--- config.mk ---
export PLATFORM = sky130hd
export DESIGN_NAME = if_fetch_unit_flat
export DESIGN_NICKNAME = d
export VERILOG_FILES = /design/src/rtl/if_fetch_unit_pkg.sv /design/src/rtl/if_fetch_unit_if.sv /design/src/rtl/if_fetch_unit_if_id_reg.sv /design/src/rtl/if_fetch_unit.sv /design/src/flat_wrapper.sv
export SDC_FILE = /design/constraint.sdc
export NUM_CORES = 1
export LEC_CHECK = 0
export ABC_AREA = 1
export CORE_MARGIN = 2
export CORE_UTILIZATION = 51
export DETAILED_ROUTE_END_ITERATION = 8
export PLACE_DENSITY = 0.8
export SETUP_SLACK_MARGIN = 0.02
export SYNTH_ARGS = -nofsm -noshare
export SYNTH_HDL_FRONTEND = slang
export SYNTH_SLANG_ARGS = --single-unit
--- constraint.sdc ---
create_clock -name clk -period 7.55 [get_ports clk]
set_clock_uncertainty 0.05 [all_clocks]
set_input_delay 0.755 -clock clk [delete_from_list [all_inputs] [get_ports clk]]
set_output_delay 0.755 -clock clk [all_outputs]
set_load 0.01 [all_outputs]
--- src/rtl/if_fetch_unit_pkg.sv ---
// Shared definitions for the instruction fetch unit.
//   - fetch_state_e   : fetch FSM states (run, drain after halt word, halted)
//   - HaltWordDefault : default self-branch encoding (B #-1) that starts the halt drain
//   - if_id_t         : IF/ID pipeline register payload
//   - IfIdBubble      : all-zero IF/ID entry used for flushes and drain cycles
package if_fetch_unit_pkg;

    typedef enum logic [1:0] {
        StRun,
        StDrain,
        StHalted
    } fetch_state_e;

    localparam logic [31:0] HaltWordDefault = 32'hEAFF_FFFF;

    typedef struct packed {
        logic [31:0] pc;
        logic [31:0] instr;
        logic        valid;
    } if_id_t;

    localparam if_id_t IfIdBubble = '{pc: 32'h0, instr: 32'h0, valid: 1'b0};

endpackage

--- src/rtl/if_fetch_unit_if.sv ---
// Instruction memory bus between the fetch unit and instruction memory.
//   imem_addr  : word index of the instruction being fetched (fetch unit drives)
//   imem_instr : instruction returned combinationally for imem_addr (memory drives)
// Modports: master = fetch unit side, slave = memory side.
interface if_fetch_unit_if;

    logic [31:0] imem_addr;
    logic [31:0] imem_instr;

    modport master (
        output imem_addr,
        input  imem_instr
    );

    modport slave (
        input  imem_addr,
        output imem_instr
    );

endinterface

--- src/rtl/if_fetch_unit_if_id_reg.sv ---
// IF/ID pipeline register with flush/load/hold control.
//   clk, rst : clock and asynchronous active-high reset
//   flush_i  : load a bubble (wins over load_i)
//   load_i   : capture data_i
//   data_i   : next IF/ID entry
//   data_o   : registered IF/ID entry
// With neither flush_i nor load_i the register holds.
module if_id_reg
    import if_fetch_unit_pkg::*;
(
    input  logic   clk,
    input  logic   rst,
    input  logic   flush_i,
    input  logic   load_i,
    input  if_id_t data_i,
    output if_id_t data_o
);

    if_id_t data_q, data_d;

    always_comb begin
        data_d = data_q;
        if (flush_i) begin
            data_d = IfIdBubble;
        end else if (load_i) begin
            data_d = data_i;
        end
    end

    always_ff @(posedge clk or posedge rst) begin
        if (rst) begin
            data_q <= IfIdBubble;
        end else begin
            data_q <= data_d;
        end
    end

    assign data_o = data_q;

endmodule

--- src/rtl/if_fetch_unit.sv ---
// Instruction fetch stage: PC register, IF/ID register, halt-drain FSM and
// performance counters.
//   clk, rst        : clock and asynchronous active-high reset
//   freeze          : hazard stall from ID; holds PC and IF/ID
//   branch_taken    : taken branch from EXE; redirects PC and flushes IF/ID
//   branch_addr     : branch target byte address (low 2 bits ignored)
//   imem            : instruction memory bus (word index out, instruction in)
//   if_id_pc        : fetch PC + 4 of the instruction held in IF/ID
//   if_id_instr     : instruction held in IF/ID
//   if_id_valid     : IF/ID holds a real instruction
//   halted          : FSM is in the halted state
//   fetch_count     : cycles in which IF/ID loaded a valid instruction
//   flush_count     : cycles in which a branch discarded a valid IF/ID entry
module if_fetch_unit
    import if_fetch_unit_pkg::*;
#(
    parameter logic [31:0] RESET_PC  = 32'h0000_0000,
    parameter logic [31:0] HALT_WORD = HaltWordDefault
) (
    input  logic                  clk,
    input  logic                  rst,
    input  logic                  freeze,
    input  logic                  branch_taken,
    input  logic [31:0]           branch_addr,
    if_fetch_unit_if.master       imem,
    output logic [31:0]           if_id_pc,
    output logic [31:0]           if_id_instr,
    output logic                  if_id_valid,
    output logic                  halted,
    output logic [31:0]           fetch_count,
    output logic [31:0]           flush_count
);

    fetch_state_e state_q, state_d;
    logic [31:0]  pc_q, pc_d;
    logic [31:0]  halt_pc_q, halt_pc_d;
    logic [31:0]  fetch_count_q, fetch_count_d;
    logic [31:0]  flush_count_q, flush_count_d;

    logic [31:0]  pc_plus4;
    logic [31:0]  target;
    logic         id_load;
    logic         id_flush;
    if_id_t       id_next;
    if_id_t       id_cur;

    assign pc_plus4 = pc_q + 32'd4;  // wraps modulo 2^32
    assign target   = branch_addr & ~32'h3;
    assign id_next  = '{pc: pc_plus4, instr: imem.imem_instr, valid: 1'b1};

    always_comb begin
        state_d       = state_q;
        pc_d          = pc_q;
        halt_pc_d     = halt_pc_q;
        fetch_count_d = fetch_count_q;
        flush_count_d = flush_count_q;
        id_load       = 1'b0;
        id_flush      = 1'b0;

        unique case (state_q)
            StRun: begin
                if (branch_taken) begin
                    pc_d     = target;
                    id_flush = 1'b1;
                    if (id_cur.valid) begin
                        flush_count_d = flush_count_q + 32'd1;
                    end
                end else if (!freeze) begin
                    pc_d          = pc_plus4;
                    id_load       = 1'b1;
                    fetch_count_d = fetch_count_q + 32'd1;
                    // Halt word still enters IF/ID; PC then parks at halt_pc + 4.
                    if (imem.imem_instr == HALT_WORD) begin
                        state_d   = StDrain;
                        halt_pc_d = pc_q;
                    end
                end
            end
            StDrain: begin
                if (branch_taken) begin
                    id_flush = 1'b1;
                    if (id_cur.valid) begin
                        flush_count_d = flush_count_q + 32'd1;
                    end
                    // The halt instruction branching to itself confirms the halt.
                    if (target == halt_pc_q) begin
                        state_d = StHalted;
                    end else begin
                        pc_d    = target;
                        state_d = StRun;
                    end
                end else if (!freeze) begin
                    id_flush = 1'b1;
                end
            end
            StHalted: begin
                // Only reset leaves this state.
            end
            default: begin
                state_d = StRun;
            end
        endcase
    end

    always_ff @(posedge clk or posedge rst) begin
        if (rst) begin
            state_q       <= StRun;
            pc_q          <= RESET_PC;
            halt_pc_q     <= 32'h0;
            fetch_count_q <= 32'h0;
            flush_count_q <= 32'h0;
        end else begin
            state_q       <= state_d;
            pc_q          <= pc_d;
            halt_pc_q     <= halt_pc_d;
            fetch_count_q <= fetch_count_d;
            flush_count_q <= flush_count_d;
        end
    end

    if_id_reg u_if_id_reg (
        .clk     (clk),
        .rst     (rst),
        .flush_i (id_flush),
        .load_i  (id_load),
        .data_i  (id_next),
        .data_o  (id_cur)
    );

    assign imem.imem_addr = {2'b00, pc_q[31:2]};
    assign if_id_pc       = id_cur.pc;
    assign if_id_instr    = id_cur.instr;
    assign if_id_valid    = id_cur.valid;
    assign halted         = (state_q == StHalted);
    assign fetch_count    = fetch_count_q;
    assign flush_count    = flush_count_q;

endmodule

--- src/flat_wrapper.sv ---
// flat-port wrapper written by rule: the top's interface ports become plain ports
module if_fetch_unit_flat import if_fetch_unit_pkg::*;
#(
    parameter logic [31:0] RESET_PC  = 32'h0000_0000,
    parameter logic [31:0] HALT_WORD = HaltWordDefault
)
  (clk, rst, freeze, branch_taken, branch_addr, if_id_pc, if_id_instr, if_id_valid, halted, fetch_count, flush_count, imem_imem_addr, imem_imem_instr);
  if_fetch_unit_if imem_i ();
  input  logic clk;
  input  logic rst;
  input  logic freeze;
  input  logic branch_taken;
  input  logic [31:0] branch_addr;
  output logic [31:0] if_id_pc;
  output logic [31:0] if_id_instr;
  output logic if_id_valid;
  output logic halted;
  output logic [31:0] fetch_count;
  output logic [31:0] flush_count;
  output wire logic [$bits(imem_i.imem_addr)-1:0] imem_imem_addr;
  input wire logic [$bits(imem_i.imem_instr)-1:0] imem_imem_instr;
  assign imem_imem_addr = imem_i.imem_addr;
  assign imem_i.imem_instr = imem_imem_instr;
  if_fetch_unit #(.RESET_PC(RESET_PC), .HALT_WORD(HALT_WORD)) u_core (.clk(clk), .rst(rst), .freeze(freeze), .branch_taken(branch_taken), .branch_addr(branch_addr), .imem(imem_i), .if_id_pc(if_id_pc), .if_id_instr(if_id_instr), .if_id_valid(if_id_valid), .halted(halted), .fetch_count(fetch_count), .flush_count(flush_count));
endmodule
==> results of run 1 <==
==> placed cells by master (no fill, tap or decap), types with 3 or more instances in the layout <==
master,instances
nand2_1,514
clkdlybuf4s50_1,225
dfrtp_1,190
nor2_1,129
inv_1,128
nand3_1,79
nand4_1,49
xor2_1,39
o21ai_0,33
a32o_1,32
xnor2_1,31
nor3_1,20
clkbuf_16,17
nand3b_1,15
nor2_2,8
buf_4,8
nand2_2,5
inv_6,4
clkinvlp_4,4
inv_8,3
ha_1,3
==> synth_stat cells <==
cell	instances	area share, %
nand3_4	1	0.17
a32o_1	32	3.2
inv_2	2	0.074
buf_2	9	0.45
o21bai_1	1	0.074
xor2_1	39	3.4
conb_1	1	0.037
nand3b_1	15	1.1
buf_4	5	0.37
or2_2	1	0.062
buf_1	12	0.45
nand2_2	3	0.19
dfrtp_1	190	47
nand2b_1	1	0.062
and2_1	1	0.062
nand2_1	516	19
nor2_1	131	4.9
inv_1	130	4.8
a21oi_1	1	0.050
nand3_1	79	3.9
clkbuf_1	23	0.85
nor2_2	6	0.37
nand4_1	49	3.0
nor3_1	21	1.0
xnor2_1	31	2.7
ha_1	3	0.37
nor4_2	1	0.12
nor3b_2	1	0.12
nor4_1	2	0.12
and3_1	1	0.062
o21ai_0	33	1.6
==> power by group <==
part / switching, mW / total (mW) / leakage, nW / internal [mW]
combinational: 0.226 / 0.448 / 3.59 / 0.221
sequential: 0.105 / 1.19 / 2.54 / 1.08
clock: 0.432 / 0.908 / 0.277 / 0.476
==> cells by family (layout without fill, tap and decap cells) <==
family	count (synthesis)	count (layout)	synth area share, %
flip-flops	190	190	47.1
XOR/XNOR	70	70	6.07
buffers and inverters	181	397	7.02
AND/OR/NAND/NOR	829	829	34.5
AO/OA/AOI/OAI	67	67	4.93
adder cells (fa/ha/maj)	3	3	0.372
other	1	2	0.0371
==> flip-flops by register name, summed over array words and instances, names as in the netlist <==
signal                     flops
u_core.fetch_count            32
u_core.halt_pc_q              30
u_core.pc_q                   30
u_core.state_q                 2
u_core.u_if_id_reg.data_o     64
u_core.flush_count            32
==> worst max path at each step <==
stage,startpoint,to,slack [ps],cells past startpoint
final,branch_taken,u_core.fetch_count[25],3950,11
after global routing,branch_taken,u_core.fetch_count[25],3680,11
after CTS,branch_taken,u_core.fetch_count[25],3970,11
after detailed placement,branch_taken,u_core.fetch_count[25],3520,11
after global placement,branch_taken,u_core.fetch_count[25],3570,11
after floorplan,rst,u_core.fetch_count[0],1570,1
==> critical path, cell delays in order <==
cell             delay (ps)
clkdlybuf4s50_1         740
nor2_1                   70
nand2_1                 580
clkinv_1                610
buf_4                   450
nand3_1                 260
nor2_1                   70
nand2_1                 120
nor2_1                   50
nor2_1                   80
nor2_1                   50
==> cell type report <==
type	instances	area, um^2	share of cell area (%)
clock buffers	18	439	3.34
repair buffers	233	2310	17.6
flip-flops and latches	190	4750	36.2
multi-input cells	971	4660	35.4
well taps	265	332	2.52
clock inverters	14	151	1.15
inverters	132	503	3.83
==> metrics by stage <==
step | instance area (um^2) | utilization, % | instances | worst slack (ps) | hold slack [ps]
6_report | 13100 | 67.6 | 1823 | 3950 | 428
5_1_grt | 13100 | 67.6 | 1823 | 3680 | 458
4_1_cts | 13100 | 67.6 | 1823 | 3970 | 425
3_5_place_dp | 12600 | 64.5 | 1791 | 3520 | 408
3_3_place_gp | 12600 | 64.5 | 1791 | 3570 | 406
2_1_floorplan | 10100 | - | 1342 | 1570 | 392
==> per-layer routing <==
metal	up-vias	part of all wire (%)
met5	-	0
met4	0	4.0
met3	87	6.8
met2	423	46
met1	4601	43
li1	4681	-
==> results.py, run 1 <==
metrics = {
    "synth": {
        "synth.distinct_cells": 31,
        "synthCells": 1341,
        "ys_seq_area_share_pct": 47.1,
        "avgSynthCellArea_um2": 7.53,
        "synth_area_mm2": 0.0101,
        "ys_seq_elements": 190,
        "yosysWarnings": 0,
    },
    "clock_network": {
        "cts.sinks": 190,
        "cts_resized": 0,
        "numCtsBuffers": 17,
        "cts_buffer_depth": 2,
        "clock_latency_ps": 440,
        "clk_pin_slew_ps": 70,
        "cts_setup_buffers": 0,
        "ctsHoldBuffers": 0,
        "cts_tree": "built",
        "cts_root_buffer": "clkbuf_16",
        "cts_max_level": 4,
    },
    "critical_path": {
        "crit_path_start_kind": "input pin",
        "rr_startpoint": "u_core.state_q[0]",
        "rrSetupSlack_ps": 4630,
        "arrival_ps": 3870,
        "r2r_end": "u_core.fetch_count[21]",
        "end_kind": "register",
        "path_max_fanout": 40,
        "criticalPathCategory": "in -> reg",
        "worstRegToRegCells": 9,
        "cp.required_ps": 7820,
    },
    "power_and_ir_drop": {
        "power_density_mw_per_mm2": 194,
        "ir_worst_vdd_mv": 0.154,
        "leakagePower_nw": 6.40,
        "p_total_mw": 2.55,
    },
    "outcome": {
        "status": "finished clean",
    },
    "sta": {
        "rsz0062_at_grt": "no",
        "hold_viol": 0,
        "fmax_mhz": 278,
        "tns_ps": 0,
        "slew_headroom_pct": 16.2,
        "fin_crit_sh_pct": 47.6,
        "slew_viol_final": 0,
        "final.min_clock_period_ps": 3600,
        "worstMarginPinSlew_ps": 1250,
        "finalSetupViolCount": 0,
    },
    "die": {
        "die_w_um": 145,
        "rows": 51,
        "ios": 230,
        "dieArea_mm2": 0.0209,
        "core_mm2": 0.0195,
        "start_util_pct": 51.9,
        "die_y_um": 145,
    },
    "detailed_routing": {
        "vias_per_cell": 5.37,
        "routed_wl_mm": 29.5,
        "drtAntennaViolNets": 0,
        "vias": 9792,
        "drt-pass1-iter-count": 5,
        "drc_errors": 0,
        "wl_per_cell_um": 16.2,
        "drt_iter0_markers": 966,
    },
    "grt": {
        "grt_use_met1_pct": 40.5,
        "grt_pass1_vias": 9151,
        "top_usage_layer": "met2",
        "grt-ovfl-total": 0,
        "grt_max_degree": 116,
        "antenna_found_initial": 0,
        "globalRouteMet3Util_pct": 4.51,
        "grt_pass1_wl_mm": 47.4,
        "grt_usage_pct": 28.9,
        "grtUsageMet2_pct": 45.0,
    },
    "worst_hold_path": {
        "min_from": "u_core.halt_pc_q[31]",
        "worstHoldEndpoint": "u_core.halt_pc_q[31]",
        "hp-class": "reg -> reg",
        "hold_depth": 2,
    },
    "flow_run": {
        "max-cap-violations": 0,
    },
    "place": {
        "io_buffers": 225,
        "hpwl_mm": 21.1,
        "gp_congestion": 0.926,
    },
    "layout": {
        "layout.nets": 1616,
        "layout-drive-gt1-share_pct": 3.92,
        "fill_cells": 1625,
        "syn_to_final_growth_pct": 30.2,
        "num_antenna_cells": 0,
    },
}
Note: power is estimated with default switching activity, not from simulation.
==> run 2: changes to the inputs <==
==> constraint.sdc (replaced) <==
create_clock -name clk -period 3.75 [get_ports clk]
set_clock_uncertainty 0.05 [all_clocks]
set_input_delay 0.375 -clock clk [delete_from_list [all_inputs] [get_ports clk]]
set_output_delay 0.375 -clock clk [all_outputs]
set_load 0.01 [all_outputs]
==> run 2 against run 1 <==
  * Power grew 100%
  * Utilization grew 0.28 points
  * Final cell count grew 0.27%
  * Setup slack lost 2600 ps
==> results.py, run 2 (same netlist as run 1, synthesis figures left out) <==
metrics = {
    "outcome": {
        "status": "finished clean",
    },
    "clock_network": {
        "ctsHoldBuffers": 0,
        "clock_latency_ps": 430,
        "cts_buffer_depth": 2,
        "cts_tree": "built",
        "cts_setup_buffers": 0,
        "cts.sinks": 190,
        "cts_root_buffer": "clkbuf_16",
        "clk_pin_slew_ps": 70,
        "numCtsBuffers": 17,
        "cts_resized": 0,
        "cts_max_level": 4,
    },
    "die": {
        "die_y_um": 145,
        "die_w_um": 145,
        "start_util_pct": 51.9,
        "ios": 230,
        "core_mm2": 0.0195,
        "dieArea_mm2": 0.0209,
        "rows": 51,
    },
    "place": {
        "hpwl_mm": 21.8,
        "io_buffers": 225,
        "gp_congestion": 0.941,
    },
    "layout": {
        "layout_common_cells": "nand2_1, clkdlybuf4s50_1, dfrtp_1",
        "utilization_pct": 67.8,
        "syn_to_final_growth_pct": 30.7,
        "layout-drive-gt1-share_pct": 4.22,
        "final_common_cell": "nand2_1",
        "fill_cells": 1629,
        "layout.nets": 1622,
        "num_antenna_cells": 0,
        "largest_register_ffs": 64,
    },
    "detailed_routing": {
        "drc_errors": 0,
        "wl_per_cell_um": 16.3,
        "routed_wl_mm": 29.7,
        "drt_iter0_markers": 913,
        "drt-pass1-iter-count": 6,
        "drtAntennaViolNets": 0,
        "vias_per_cell": 5.41,
        "vias": 9896,
    },
    "critical_path": {
        "worstPathCellList": "inv_2 -> nand2_1 -> nor2_1 -> nand2_1 -> nor2_1 -> nand2_1 -> nor2_1 -> nand2_2 -> nand2_2 -> nand2_1 -> nand2_1",
        "crit_path_start_kind": "register",
        "cpMaxStageDelayCell": "nand2_2",
        "arrival_ps": 2710,
        "end_kind": "register",
        "path_max_fanout": 30,
        "cp_top_family": "simple AND/OR/NAND/NOR gates",
        "cp_slowest_stage_delay_ps": 540,
        "criticalPathCategory": "reg -> reg",
        "cp_num_buf_inv": 1,
        "crit_top_cell": "nand2_1",
        "cp.required_ps": 4060,
    },
    "power_and_ir_drop": {
        "ir_worst_vdd_mv": 0.331,
        "leakagePower_nw": 6.45,
        "power_density_mw_per_mm2": 387,
    },
    "worst_hold_path": {
        "hp-class": "in -> async",
    },
    "sta": {
        "whs_ps": 292,
        "fmax_mhz": 417,
        "final.min_clock_period_ps": 2400,
        "slew_headroom_pct": 32.2,
        "hold_viol": 0,
        "worstMarginPinSlew_ps": 1020,
        "slew_viol_final": 0,
        "tns_ps": 0,
        "fin_crit_sh_pct": 64.0,
        "finalSetupViolCount": 0,
        "rsz0062_at_grt": "no",
    },
    "grt": {
        "antenna_found_initial": 0,
        "grt_max_degree": 87,
        "grt-ovfl-total": 0,
        "grt_pass1_wl_mm": 47.1,
        "grt_pass1_vias": 9140,
        "grt_usage_pct": 28.8,
    },
    "flow_run": {
        "max-cap-violations": 0,
    },
}
[run 2: worst paths after layout]
path	slack, ps	startpoint	endpoint	cells after the start
min in group clk	420	u_core.flush_count[31]	u_core.flush_count[31]	1
hold reg to reg	420	u_core.flush_count[31]	u_core.flush_count[31]	1
hold / removal	290	rst	u_core.u_if_id_reg.data_o[26]	2
max in group asynchronous	2530	rst	u_core.halt_pc_q[27]	3
setup reg to reg	1350	u_core.state_q[1]	u_core.pc_q[27]	11
setup / recovery	1350	u_core.state_q[1]	u_core.pc_q[27]	11
[run 2: stage by stage]
stage	instances	power [mW]	setup WS [ps]	cell area (um^2)
6_report	1828	5.11	1350	13200
5_1_grt	1828	5.31	1190	13200
4_1_cts	1828	5.13	1400	13200
3_5_place_dp	1797	3.33	974	12600
3_3_place_gp	1797	3.31	1000	12600
2_1_floorplan	1342	2.79	877	10100
[run 2: report_power, final]
part | switching, mW | internal [mW] | leakage [nW] | total [mW]
clock | 0.807 | 1.00 | 0.288 | 1.81
sequential | 0.208 | 2.18 | 2.54 | 2.39
combinational | 0.460 | 0.451 | 3.62 | 0.912
[run 2: cell type report]
class                           count  area, um^2  share of cell area, %
Tap cell                          265         332                   2.51
Sequential cell                   190        4750                   36.0
Inverter                          132         499                   3.78
Timing Repair Buffer              239        2380                   18.0
Clock buffer                       18         439                   3.33
Clock inverter                     13         139                   1.05
Multi-Input combinational cell    971        4660                   35.3
[run 2: metal layers]
| layer | part of all wire (%) | wire, um | global-route usage (%) | up-vias |
|---|---|---|---|---|
| met5 | 0 | 0 | 0 | - |
| met4 | 3.5 | 1040 | 12.3 | 0 |
| met3 | 7.0 | 2090 | 3.46 | 76 |
| met2 | 48 | 14200 | 46.3 | 448 |
| met1 | 42 | 12400 | 39.8 | 4683 |
| li1 | - | - | - | 4689 |
[run 2: worst reg2reg max path, delay by kind of cell, from the launching register on]
kind,cells,cell delay (ps)
buffers and inverters,1,150
flip-flops,1,430
AND/OR/NAND/NOR,10,1730
